### src/rtl/uncached_dbus_axi.sv
// Single-beat AXI4 master for uncached CPU data accesses: each stalled load/store
// becomes exactly one 32-bit AXI transaction, then stall drops for one cycle.
package uncached_dbus_axi_pkg;
   typedef struct packed {
      logic [31:0] araddr;
      logic [7:0]  arlen;
      logic [2:0]  arsize;
      logic [1:0]  arburst;
      logic        arlock;
      logic [3:0]  arcache;
      logic [2:0]  arprot;
      logic        arvalid;
      logic        rready;
      logic [31:0] awaddr;
      logic [7:0]  awlen;
      logic [2:0]  awsize;
      logic [1:0]  awburst;
      logic        awlock;
      logic [3:0]  awcache;
      logic [2:0]  awprot;
      logic        awvalid;
      logic [31:0] wdata;
      logic [3:0]  wstrb;
      logic        wlast;
      logic        wvalid;
      logic        bready;
   } axi_req_t;

   typedef struct packed {
      logic        arready;
      logic [31:0] rdata;
      logic [1:0]  rresp;
      logic        rlast;
      logic        rvalid;
      logic        awready;
      logic        wready;
      logic [1:0]  bresp;
      logic        bvalid;
   } axi_resp_t;
endpackage

module uncached_dbus_axi
   import uncached_dbus_axi_pkg::*;
#(
   parameter logic [3:0] CACHE_ATTR = 4'b0000,
   parameter logic [2:0] PROT_ATTR  = 3'b000
) (
   input  logic        clk,
   input  logic        rst,
   input  logic        dbus_read_i,
   input  logic        dbus_write_i,
   input  logic [31:0] dbus_address_i,
   input  logic [31:0] dbus_wrdata_i,
   input  logic [3:0]  dbus_byteenable_i,
   output logic        dbus_stall_o,
   output logic [31:0] dbus_rddata_o,
   output axi_req_t    axi_req_o,
   input  axi_resp_t   axi_resp_i
);
   typedef enum logic [2:0] {IDLE, AR, R, WR, B, DONE} state_t;

   state_t      state_q;
   logic        aw_done_q, w_done_q;
   logic [31:0] addr_q, wrdata_q, rddata_q;
   logic [3:0]  be_q;

   logic awvalid, wvalid, aw_hs, w_hs;

   // Valids come from state and handshake flags only, never from slave inputs.
   assign awvalid = (state_q == WR) && !aw_done_q;
   assign wvalid  = (state_q == WR) && !w_done_q;
   assign aw_hs   = awvalid && axi_resp_i.awready;
   assign w_hs    = wvalid  && axi_resp_i.wready;

   always_ff @(posedge clk) begin
      if (rst) begin
         state_q   <= IDLE;
         aw_done_q <= 1'b0;
         w_done_q  <= 1'b0;
         addr_q    <= '0;
         wrdata_q  <= '0;
         be_q      <= '0;
         rddata_q  <= '0;
      end else begin
         case (state_q)
            IDLE: begin
               if (dbus_write_i) begin
                  addr_q   <= dbus_address_i;
                  wrdata_q <= dbus_wrdata_i;
                  be_q     <= dbus_byteenable_i;
                  state_q  <= WR;
               end else if (dbus_read_i) begin
                  addr_q  <= dbus_address_i;
                  state_q <= AR;
               end
            end
            AR: if (axi_resp_i.arready) state_q <= R;
            R: begin
               if (axi_resp_i.rvalid) begin
                  rddata_q <= axi_resp_i.rdata;
                  state_q  <= DONE;
               end
            end
            WR: begin
               if ((aw_done_q || aw_hs) && (w_done_q || w_hs)) begin
                  aw_done_q <= 1'b0;
                  w_done_q  <= 1'b0;
                  state_q   <= B;
               end else begin
                  if (aw_hs) aw_done_q <= 1'b1;
                  if (w_hs)  w_done_q  <= 1'b1;
               end
            end
            B:       if (axi_resp_i.bvalid) state_q <= DONE;
            DONE:    state_q <= IDLE;
            default: state_q <= IDLE;
         endcase
      end
   end

   assign dbus_stall_o  = ((state_q == IDLE) && (dbus_read_i || dbus_write_i)) ||
                          ((state_q != IDLE) && (state_q != DONE));
   assign dbus_rddata_o = rddata_q;

   always_comb begin
      axi_req_o         = '0;
      axi_req_o.araddr  = addr_q;
      axi_req_o.arsize  = 3'b010;
      axi_req_o.arburst = 2'b01;
      axi_req_o.arcache = CACHE_ATTR;
      axi_req_o.arprot  = PROT_ATTR;
      axi_req_o.arvalid = (state_q == AR);
      axi_req_o.rready  = (state_q == R);
      axi_req_o.awaddr  = addr_q;
      axi_req_o.awsize  = 3'b010;
      axi_req_o.awburst = 2'b01;
      axi_req_o.awcache = CACHE_ATTR;
      axi_req_o.awprot  = PROT_ATTR;
      axi_req_o.awvalid = awvalid;
      axi_req_o.wdata   = wrdata_q;
      axi_req_o.wstrb   = be_q;
      axi_req_o.wlast   = wvalid;
      axi_req_o.wvalid  = wvalid;
      axi_req_o.bready  = (state_q == B);
   end

   // Responses and rlast carry no information for single-beat uncached accesses.
   logic unused_resp;
   assign unused_resp = ^{axi_resp_i.rresp, axi_resp_i.rlast, axi_resp_i.bresp};
endmodule

### config.mk
export PLATFORM = sky130hd
export DESIGN_NAME = uncached_dbus_axi
export DESIGN_NICKNAME = d
export VERILOG_FILES = /design/src/rtl/uncached_dbus_axi.sv
export SDC_FILE = /design/constraint.sdc
export NUM_CORES = 1
export LEC_CHECK = 0
export ABC_AREA = 1
export BUFFER_PORTS_ARGS = -buffer_cell sky130_fd_sc_hd__buf_2
export CAP_MARGIN = 20
export CORE_AREA = 2 2 116 118
export DETAILED_ROUTE_END_ITERATION = 10
export DIE_AREA = 0 0 118 120
export PLACE_DENSITY = 0.76
export SLEW_MARGIN = 10
export SYNTH_ARGS = -nofsm -noshare
export SYNTH_HDL_FRONTEND = slang
export SYNTH_SLANG_ARGS = --single-unit
export TNS_END_PERCENT = 20
### constraint.sdc
create_clock -name clk -period 1.35 [get_ports clk]
set_input_delay 0.135 -clock clk [delete_from_list [all_inputs] [get_ports clk]]
set_output_delay 0.135 -clock clk [all_outputs]
set_load 0.02 [all_outputs]
==> results of run 1 <==
final cells by class:
| cell class | count | area [um2] |
|---|---|---|
| inverter | 47 | 185 |
| antenna | 1 | 2.50 |
| clock inverter | 6 | 75.1 |
| timing repair buffer | 286 | 1700 |
| fill | 1266 | 6720 |
| clock buffer | 10 | 239 |
| multi-input combinational | 356 | 1730 |
| sequential | 105 | 2110 |
| tap | 176 | 220 |
sequential cells by signal, summed over array words and instances (netlist names):
register	flops
addr_q	32
aw_done_q	1
be_q	4
dbus_rddata_o	32
state_q	3
w_done_q	1
wrdata_q	32
power by group:
part | internal [mW] | switching [mW]
clock | 1.51 | 1.19
combinational | 2.35 | 4.13
sequential | 4.07 | 0.568
total | 7.92 | 5.89
metal layers:
layer | vias up | share of wire (%) | wire length, um
met1 | 1929 | 40 | 4870
met5 | - | 0 | 0
met4 | 0 | 1.6 | 201
met3 | 17 | 7.5 | 915
met2 | 185 | 51 | 6260
li1 | 2165 | - | -
through the flow:
step | area, um2 | cells | hold slack [ns]
final | 6260 | 987 | 0.0148
after global routing | 6250 | 986 | 0.00385
after CTS | 6070 | 982 | 0.000374
after detailed placement | 5580 | 955 | 0.362
after global placement | 5580 | 955 | 0.356
after floorplan | 4680 | 615 | 0.263
kinds of logic (layout without fill, tap and decap cells):
logic type	count (synthesis)	in the layout	share of synthesized area [%]
AOI/OAI and AO/OA	140	140	15.6
and+or+nand+nor	174	174	16.2
other	2	43	0.166
buffers and inverters	154	349	21.6
DFF	105	105	46.5
how the worst max path moves through the flow:
| stage | start | end |
|---|---|---|
| floorplan | state_q[2] | dbus_stall_o |
| global placement | state_q[2] | be_q[3] |
| detailed placement | state_q[1] | addr_q[27] |
| CTS | state_q[1] | axi_req_o[1] |
| global route | state_q[2] | axi_req_o[1] |
| finish | state_q[1] | axi_req_o[1] |
worst reg2reg max path, cell delays in order, from the launching register on:
cell and delay (ns):
dfxtp_4 0.36, nor2_4 0.15, and3_4 0.24, clkinv_2 0.09, buf_12 0.16, nor2_1 0.16, nor2_1 0.07
cells in the final DEF, fill, tap and decap left out, drive strengths merged:
cell,count
and3,1
diode,1
a21oi,36
conb,42
nand2,11
nand4,2
dfxtp,105
nor2,151
a21boi,1
o21ai,103
bufinv,1
nand3,8
clkinvlp,1
buf,275
inv,47
nor3,1
dlygate4sd3,9
clkinv,4
clkbuf,12
repair_timing:
| action | CTS | global route |
|---|---|---|
| resized for setup | 26 | 59 |
| endpoints found under the setup margin | 46 | 85 |
| gates cloned | 0 | 3 |
| hold buffers | 9 | 0 |
| buffers inserted | 2 | 1 |
| pin swaps | 1 | 8 |
| hold endpoints to repair | 9 | 0 |
==> impl_metrics.yaml, run 1 <==
logic_synthesis:
  synth_cell_type_count: 26
  synth-seq-cells: 105
  yosys-top-cells-count: "138 x nor2_1, 105 x dfxtp_1, 77 x buf_4, 61 x o21ai_0, 42 x inv_1"
  synth_area_um2: 4520
  async_reset_ff_share_pct: 0
  yosys.area.top_type: "dfxtp_1"
  syn_inst: 575
  synth_area_per_cell_um2: 7.87
  synthTopCellsByArea: "dfxtp_1 46%, buf_4 13%, nor2_1 11%"
  yosys_most_used_dff: "dfxtp_1"
  synth_top_cell_area_share_pct: 46.5
  yosysSeqAreaShare_pct: 46.5
  yosysMostFrequentCell: "nor2_1"
  ys_warn_count: 0
  synth-edff-count: 0
setup_path:
  cpPeakStageDelay_ns: 0.38
  cpMaxStageDelayCell: "dfxtp_4"
  path_buf_inv: 3
  reg2reg_to: "wrdata_q[6]"
  worstReg2RegStart: "state_q[0]"
  crit_chain: "inv_4 -> nor2_4 -> buf_6 -> nand2_4 -> nor2_4 -> buf_6"
  arrival_ns: 1.26
  cpLargestDelayFamily: "flip-flops"
  endpoint_kind: "primary output"
  critical_path_class: "flip-flop to primary output"
  cp_data_required_time_ns: 1.22
  r2r_slack_ns: 0.02
  cp_max_fo: 4
  critPathLaunchType: "flip-flop"
  r2r_cells: 6
  cp_num_cells: 6
clocking:
  cts_buffers: 9
  clockBufferDepth: 2
  worst_setup_hold_path_clk_slew_ns: 0.07
  clock-root-buffer: "clkbuf_16"
  htree_levels: 3
  cts_tree: "yes"
  clkSinkCount: 105
  clock_latency_ns: 0.34
cells_and_area:
  drive_gt1_share_pct: 42.1
  nNetsFinal: 919
  area_delta_synth_final_pct: 38.3
  fin_util_pct: 48.2
worst_hold_path:
  hold_end: "dbus_rddata_o[29]"
  worstHoldStart: "axi_resp_i[38]"
  min_path_cells: 3
  hp-class: "input port to flip-flop"
global_routing:
  overflow: 0
  grt_pass1_wl_mm: 17.9
  grtUsageTotal_pct: 15.6
  grt_max_degree: 74
  grtUsageMet2_pct: 28.1
  gr-usage-met1_pct: 17.2
  first_global_vias: 3849
  use_met3_pct: 4.56
  grt-busiest-layer: "met2"
  antenna_found_initial: 0
sta:
  fmax_mhz: 718
  setup_viol: 5
  slew_viol_final: 0
  skew_ns: 0.00883
  post-route-period-util_pct: 103
  rsz0062_at_grt: "yes"
  timing.final.ws_setup_ns: -0.0434
  fin_setup_tns_ns: -0.175
  hold_viol_final: 0
  period_minus_slack_ns: 1.39
route:
  wire_per_inst_um: 12.4
  drc: 0
  drtIter0Drc: 120
  ant_nets: 0
  vias: 4296
  routed_wl_mm: 12.2
  vias_per_cell: 4.35
  firstDrtPassIters: 4
floorplan:
  die_y_um: 120
  core_um2: 13000
  rows: 42
  start_util_pct: 34.8
  die_w_um: 118
  dieArea_um2: 14200
  io-pin-count: 295
outcome:
  failed_checks: "negative setup slack"
  run_status: "complete, but fails checks"
placement:
  dp_hpwl_mm: 8.42
  io_buffers: 247
  place_congestion: 0.783
  place_ws_ns: -0.0408
run:
  drv_cap: 0
power_and_ir_drop:
  p_leak_nw: 3.34
  fin_total_pwr_mw: 13.8
  ir_drop_uv: 1070
  powerDensity_nw_per_um2: 2210
No activity file was read; power rests on OpenSTA's default activity.
==> run 2, diff against run 1 <==
--- a/config.mk
+++ b/config.mk
@@ -8,10 +8,10 @@
 export ABC_AREA = 1
 export BUFFER_PORTS_ARGS = -buffer_cell sky130_fd_sc_hd__buf_2
 export CAP_MARGIN = 20
-export CORE_AREA = 2 2 116 118
+export CORE_AREA = 2 2 113 115
 export DETAILED_ROUTE_END_ITERATION = 10
-export DIE_AREA = 0 0 118 120
-export PLACE_DENSITY = 0.76
+export DIE_AREA = 0 0 115 117
+export PLACE_DENSITY = 0.77
 export SLEW_MARGIN = 10
 export SYNTH_ARGS = -nofsm -noshare
 export SYNTH_HDL_FRONTEND = slang
==> constraint.sdc (replaced) <==
create_clock -name clk -period 1.4 [get_ports clk]
set_input_delay 0.14 -clock clk [delete_from_list [all_inputs] [get_ports clk]]
set_output_delay 0.14 -clock clk [all_outputs]
set_load 0.02 [all_outputs]
==> run 2 against run 1 <==
The flow still finishes with violations (negative setup slack). Register-to-register slack barely moved. Sequential share of layout area rose by 2.0 points. Via count fell by 3.0%. Wire length fell by 7.6%. Cell area fell by 5.7%. Power fell by 8.9%. Clock skew fell by 0.0010 ns.
==> impl_metrics.yaml, run 2 (synthesized netlist as in run 1, its figures left out) <==
cells_and_area:
  area_delta_synth_final_pct: 30.5
  n_antenna_cell: 0
  final_common_cell: "buf_2"
  nNetsFinal: 901
  nFillCells: 1246
  mostFrequentLayoutCells: "241 x buf_2, 136 x nor2_1, 102 x dfxtp_1, 62 x o21ai_1, 42 x conb_1"
  ff_latch_area_um2: 2110
  drive_gt1_share_pct: 38.8
  multiInputGateArea_um2: 1640
  fin_util_pct: 47.9
  final_cell_area_um2: 5900
floorplan:
  io-pin-count: 295
  rows: 41
  start_util_pct: 36.7
  core_um2: 12300
  die_w_um: 115
  die_y_um: 117
  dieArea_um2: 13500
setup_path:
  crit_chain: "inv_4 -> nor2_4 -> buf_6 -> nand2_4 -> nor2_4 -> buf_6"
  cpPeakStageDelay_ns: 0.40
  cp_max_fo: 5
  cp_num_cells: 6
  arrival_ns: 1.31
  cpMaxStageDelayCell: "dfxtp_4"
  endpoint_kind: "primary output"
  endpoint: "axi_req_o[1]"
  r2r_slack_ns: 0.03
  critPathLaunchType: "flip-flop"
  crit_start: "state_q[1]"
  critical_path_class: "flip-flop to primary output"
  path_buf_inv: 3
  worstReg2RegStart: "state_q[0]"
  r2r_cells: 8
  cp_data_required_time_ns: 1.26
  reg2reg_to: "addr_q[30]"
  cpLargestDelayFamily: "flip-flops"
clocking:
  cts_buffers: 9
  clock-root-buffer: "clkbuf_16"
  clkSinkCount: 105
  htree_levels: 3
  worst_setup_hold_path_clk_slew_ns: 0.07
  clock_latency_ns: 0.34
  cts_tree: "yes"
  clockBufferDepth: 2
sta:
  skew_ns: 0.00778
  hold_viol_final: 0
  fmax_mhz: 690
  timing.final.ws_setup_ns: -0.0494
  post-route-period-util_pct: 104
  slew_viol_final: 0
  period_minus_slack_ns: 1.45
  setup_viol: 5
  rsz0062_at_grt: "yes"
global_routing:
  grt_pass1_wl_mm: 16.7
  antenna_found_initial: 1
  overflow: 0
  first_global_vias: 3574
  grtUsageTotal_pct: 15.7
  grt_max_degree: 71
route:
  vias: 4167
  drtIter0Drc: 188
  ant_nets: 0
  drc: 0
  firstDrtPassIters: 4
  wire_per_inst_um: 12.0
  vias_per_cell: 4.42
  routed_wl_mm: 11.3
power_and_ir_drop:
  p_leak_nw: 3.19
  powerDensity_nw_per_um2: 2130
  ir_drop_uv: 1080
  fin_total_pwr_mw: 12.6
placement:
  postPlaceCellArea_um2: 5450
  dp_hpwl_mm: 7.93
  place_ws_ns: -0.0167
  io_buffers: 247
  place_congestion: 0.760
outcome:
  failed_checks: "negative setup slack"
  run_status: "complete, but fails checks"
run:
  drv_cap: 0
worst_hold_path:
  hp-class: "input port to flip-flop"
## run 2: metal layers
metal / routed length (um) / global-route usage [%] / vias up
met5: 13 / 0 / -
met4: 191 / 6.51 / 2
met3: 881 / 4.58 / 17
met2: 5700 / 27.1 / 172
met1: 4530 / 18.3 / 1846
li1: - / - / 2130
## run 2: tightest hold or removal path: stages
cell and delay, ns:
buf_2 0.07, nor2_1 0.03, nor2_1 0.08
## run 2: final cells by class
type                    count  share of cell area [%]
clock buffers              10                    3.88
clock inverters             6                   0.848
inverters                  47                    3.10
multi-input cells         356                    27.7
flip-flops and latches    105                    35.8
well taps                 150                    3.18
repair buffers            268                    25.5
## run 2: metrics by stage
stage	instances	setup TNS [ns]	hold WS, ns
final	942	-0.206	0.0179
after global routing	942	-1.30	0.00557
after CTS	941	-0.885	0.000277
after detailed placement	917	-0.0313	0.368
after global placement	917	0	0.360
after floorplan	615	0	0.268
## run 2: repair_timing
| item | in CTS | in global routing |
|---|---|---|
| endpoints found under the hold margin | 6 | 0 |
| hold buffers | 6 | 0 |
| setup endpoints to repair | 23 | 38 |
| setup buffers | 2 | 0 |
| pin swaps | 2 | 1 |
| cloned | 0 | 1 |
| gates resized for setup | 21 | 25 |
## run 2: power by group
part           internal [mW]  switching, mW
registers               3.92          0.559
logic                   1.97           3.74
clock network           1.23           1.16
total                   7.12           5.46
## run 2: how the worst min path moves through the flow
stage                                 from                end  depth (start not counted)
after CTS                 dbus_wrdata_i[2]        wrdata_q[2]                          3
final                       axi_resp_i[18]   dbus_rddata_o[9]                          3
after global placement    dbus_wrdata_i[2]        wrdata_q[2]                          3
after floorplan             axi_resp_i[20]  dbus_rddata_o[11]                          2
after detailed placement  dbus_wrdata_i[6]        wrdata_q[6]                          3
after global routing        axi_resp_i[17]   dbus_rddata_o[8]                          3
==> run 3, diff against run 2 <==
--- a/config.mk
+++ b/config.mk
@@ -12,6 +12,7 @@
 export DETAILED_ROUTE_END_ITERATION = 10
 export DIE_AREA = 0 0 115 117
 export PLACE_DENSITY = 0.77
+export SETUP_SLACK_MARGIN = 0.3
 export SLEW_MARGIN = 10
 export SYNTH_ARGS = -nofsm -noshare
 export SYNTH_HDL_FRONTEND = slang
==> run 3 against run 2 <==
The run still ends with negative setup slack left. Clock power is 16% higher. Fmax is 0.11% higher. Sequential power hardly changed. Non-clock buffer count is 5 higher. Worst hold slack worse by 0.0048 ns. Cell area is 8.1% higher. Via count is 1.5% higher. Sequential share of layout area is 2.7 points lower. Utilization is 3.9 points higher. Final cell count is 0.53% higher. Largest cell class unchanged. Highest routed layer is now met4.
==> impl_metrics.yaml, run 3 (synthesized netlist as in run 1, its figures left out) <==
setup_path:
  cpPeakStageDelay_ns: 0.38
  cp_max_fo: 7
  path_buf_inv: 1
  cp_data_required_time_ns: 1.26
  critical_path_class: "flip-flop to primary output"
  worstReg2RegStart: "state_q[1]"
  r2r_cells: 6
  cpLargestDelayFamily: "simple AND/OR/NAND/NOR gates"
  r2r_slack_ns: 0.03
  critPathLaunchType: "flip-flop"
  endpoint_kind: "primary output"
  cpMaxStageDelayCell: "dfxtp_4"
  reg2reg_to: "wrdata_q[27]"
  arrival_ns: 1.31
  crit_chain: "nor2_4 -> nand2_2 -> nor2_1 -> buf_4"
floorplan:
  die_y_um: 117
  die_w_um: 115
  start_util_pct: 36.7
  dieArea_um2: 13500
  core_um2: 12300
  io-pin-count: 295
  rows: 41
route:
  drtIter0Drc: 143
  vias: 4231
  routed_wl_mm: 12.4
  wire_per_inst_um: 13.1
  ant_nets: 0
  drc: 0
  vias_per_cell: 4.47
  firstDrtPassIters: 4
placement:
  place_congestion: 0.826
  io_buffers: 247
  postPlaceCellArea_um2: 5480
  dp_hpwl_mm: 8.12
  dp_cells: 919
global_routing:
  grt_max_degree: 65
  first_global_vias: 3767
  overflow: 0
  grtUsageTotal_pct: 17.0
  grt_pass1_wl_mm: 18.0
  antenna_found_initial: 0
clocking:
  worst_setup_hold_path_clk_slew_ns: 0.07
  clkSinkCount: 105
  cts_tree: "yes"
  cts_buffers: 9
  clock_latency_ns: 0.34
  htree_levels: 3
  clock-root-buffer: "clkbuf_16"
  clockBufferDepth: 2
sta:
  timing.final.ws_setup_ns: -0.0477
  hold_viol_final: 0
  slew_viol_final: 0
  rsz0062_at_grt: "yes"
  skew_ns: 0.00635
  fmax_mhz: 691
  setup_viol: 4
  post-route-period-util_pct: 103
  fin_setup_tns_ns: -0.0563
  period_minus_slack_ns: 1.45
worst_hold_path:
  worstHoldStart: "axi_resp_i[36]"
  min_path_cells: 3
  hold_end: "dbus_rddata_o[27]"
  hp-class: "input port to flip-flop"
cells_and_area:
  n_antenna_cell: 0
  fin_cells: 947
  nNetsFinal: 906
  nFillCells: 1139
  drive_gt1_share_pct: 46.5
  final_common_cell: "buf_2"
  mostFrequentLayoutCells: "241 x buf_2, 102 x dfxtp_1, 94 x nor2_1, 49 x o21ai_0, 48 x o21ai_1"
  area_delta_synth_final_pct: 41.1
  final_cell_area_um2: 6380
power_and_ir_drop:
  p_int_mw: 7.87
  ir_drop_uv: 987
  powerDensity_nw_per_um2: 2140
  pwr-share-seq_pct: 32.8
  p_comb_share_pct: 46.9
  switching_share_pct: 42.4
  clkPwrFrac_pct: 20.4
  power_switching_mw: 5.79
  p_leak_nw: 3.28
outcome:
  failed_checks: "negative setup slack"
  run_status: "complete, but fails checks"
run:
  drv_cap: 0
run 3: cell count changes in the layout (fill, tap and decap cells not counted), sizes merged:
cell / before / now
buf: 261 / 267
clkbuf: 11 / 14
dlygate4sd3: 6 / 3
bufinv: 0 / 2
inv: 49 / 47
bufbuf: 0 / 1
clkinv: 3 / 2
clkinvlp: 1 / 0
run 3: worst max-delay path by stage:
stage,cells after the start,endpoint,start,slack [ns]
4_1_cts,4,dbus_stall_o,state_q[1],-0.02
2_1_floorplan,8,dbus_rddata_o[20],state_q[1],0.20
5_1_grt,5,axi_req_o[39],state_q[1],-0.11
3_5_place_dp,7,dbus_rddata_o[21],state_q[1],0.02
6_report,4,axi_req_o[39],state_q[2],-0.05
3_3_place_gp,7,dbus_rddata_o[19],state_q[1],0.05
run 3: per-layer routing:
layer | GRT usage [%] | up-vias | wire, um
li1 | - | 2136 | -
met1 | 19.5 | 1903 | 4960
met2 | 30.7 | 179 | 6510
met3 | 3.71 | 13 | 791
met4 | 7.07 | 0 | 184
met5 | 0 | - | 0
run 3: layout make-up:
class	instances	area [um2]	share of cell area [%]
clock buffers	12	256	4.02
clock inverters	4	73.8	1.16
inverters	47	184	2.88
multi-input cells	356	1950	30.6
flip-flops and latches	105	2110	33.1
well taps	150	188	2.94
repair buffers	273	1620	25.3
run 3: tightest hold or removal path: stages:
cell and delay [ns]:
buf_2 0.07, nor2_1 0.03, nor2_1 0.08
run 3: through the flow:
stage | power [mW] | util [%] | hold slack [ns] | setup WS, ns
floorplan | 8.76 | - | 0.268 | 0.200
global placement | 9.85 | 44.5 | 0.362 | 0.0452
detailed placement | 9.93 | 44.5 | 0.367 | 0.0181
CTS | 13.4 | 50.8 | 0.00110 | -0.0191
global route | 14.5 | 51.8 | 0.0129 | -0.113
finish | 13.7 | 51.8 | 0.0131 | -0.0477
run 3: power by group through the flow:
stage               Combinational (mW)  Sequential [mW]  Clock (mW)
finish                            6.40             4.47        2.78
global route                      6.95             4.59        2.96
CTS                               6.08             4.47        2.85
detailed placement                5.41             4.51           0
global placement                  5.35             4.51           0
floorplan                         3.19             5.57           0
run 3: repair_timing:
action	CTS	global route
resized for setup	98	28
gates cloned	1	3
setup endpoints to repair	112	112
pin swaps	77	59
hold buffers	3	0
hold endpoints to repair	3	0
buffers inserted	4	1
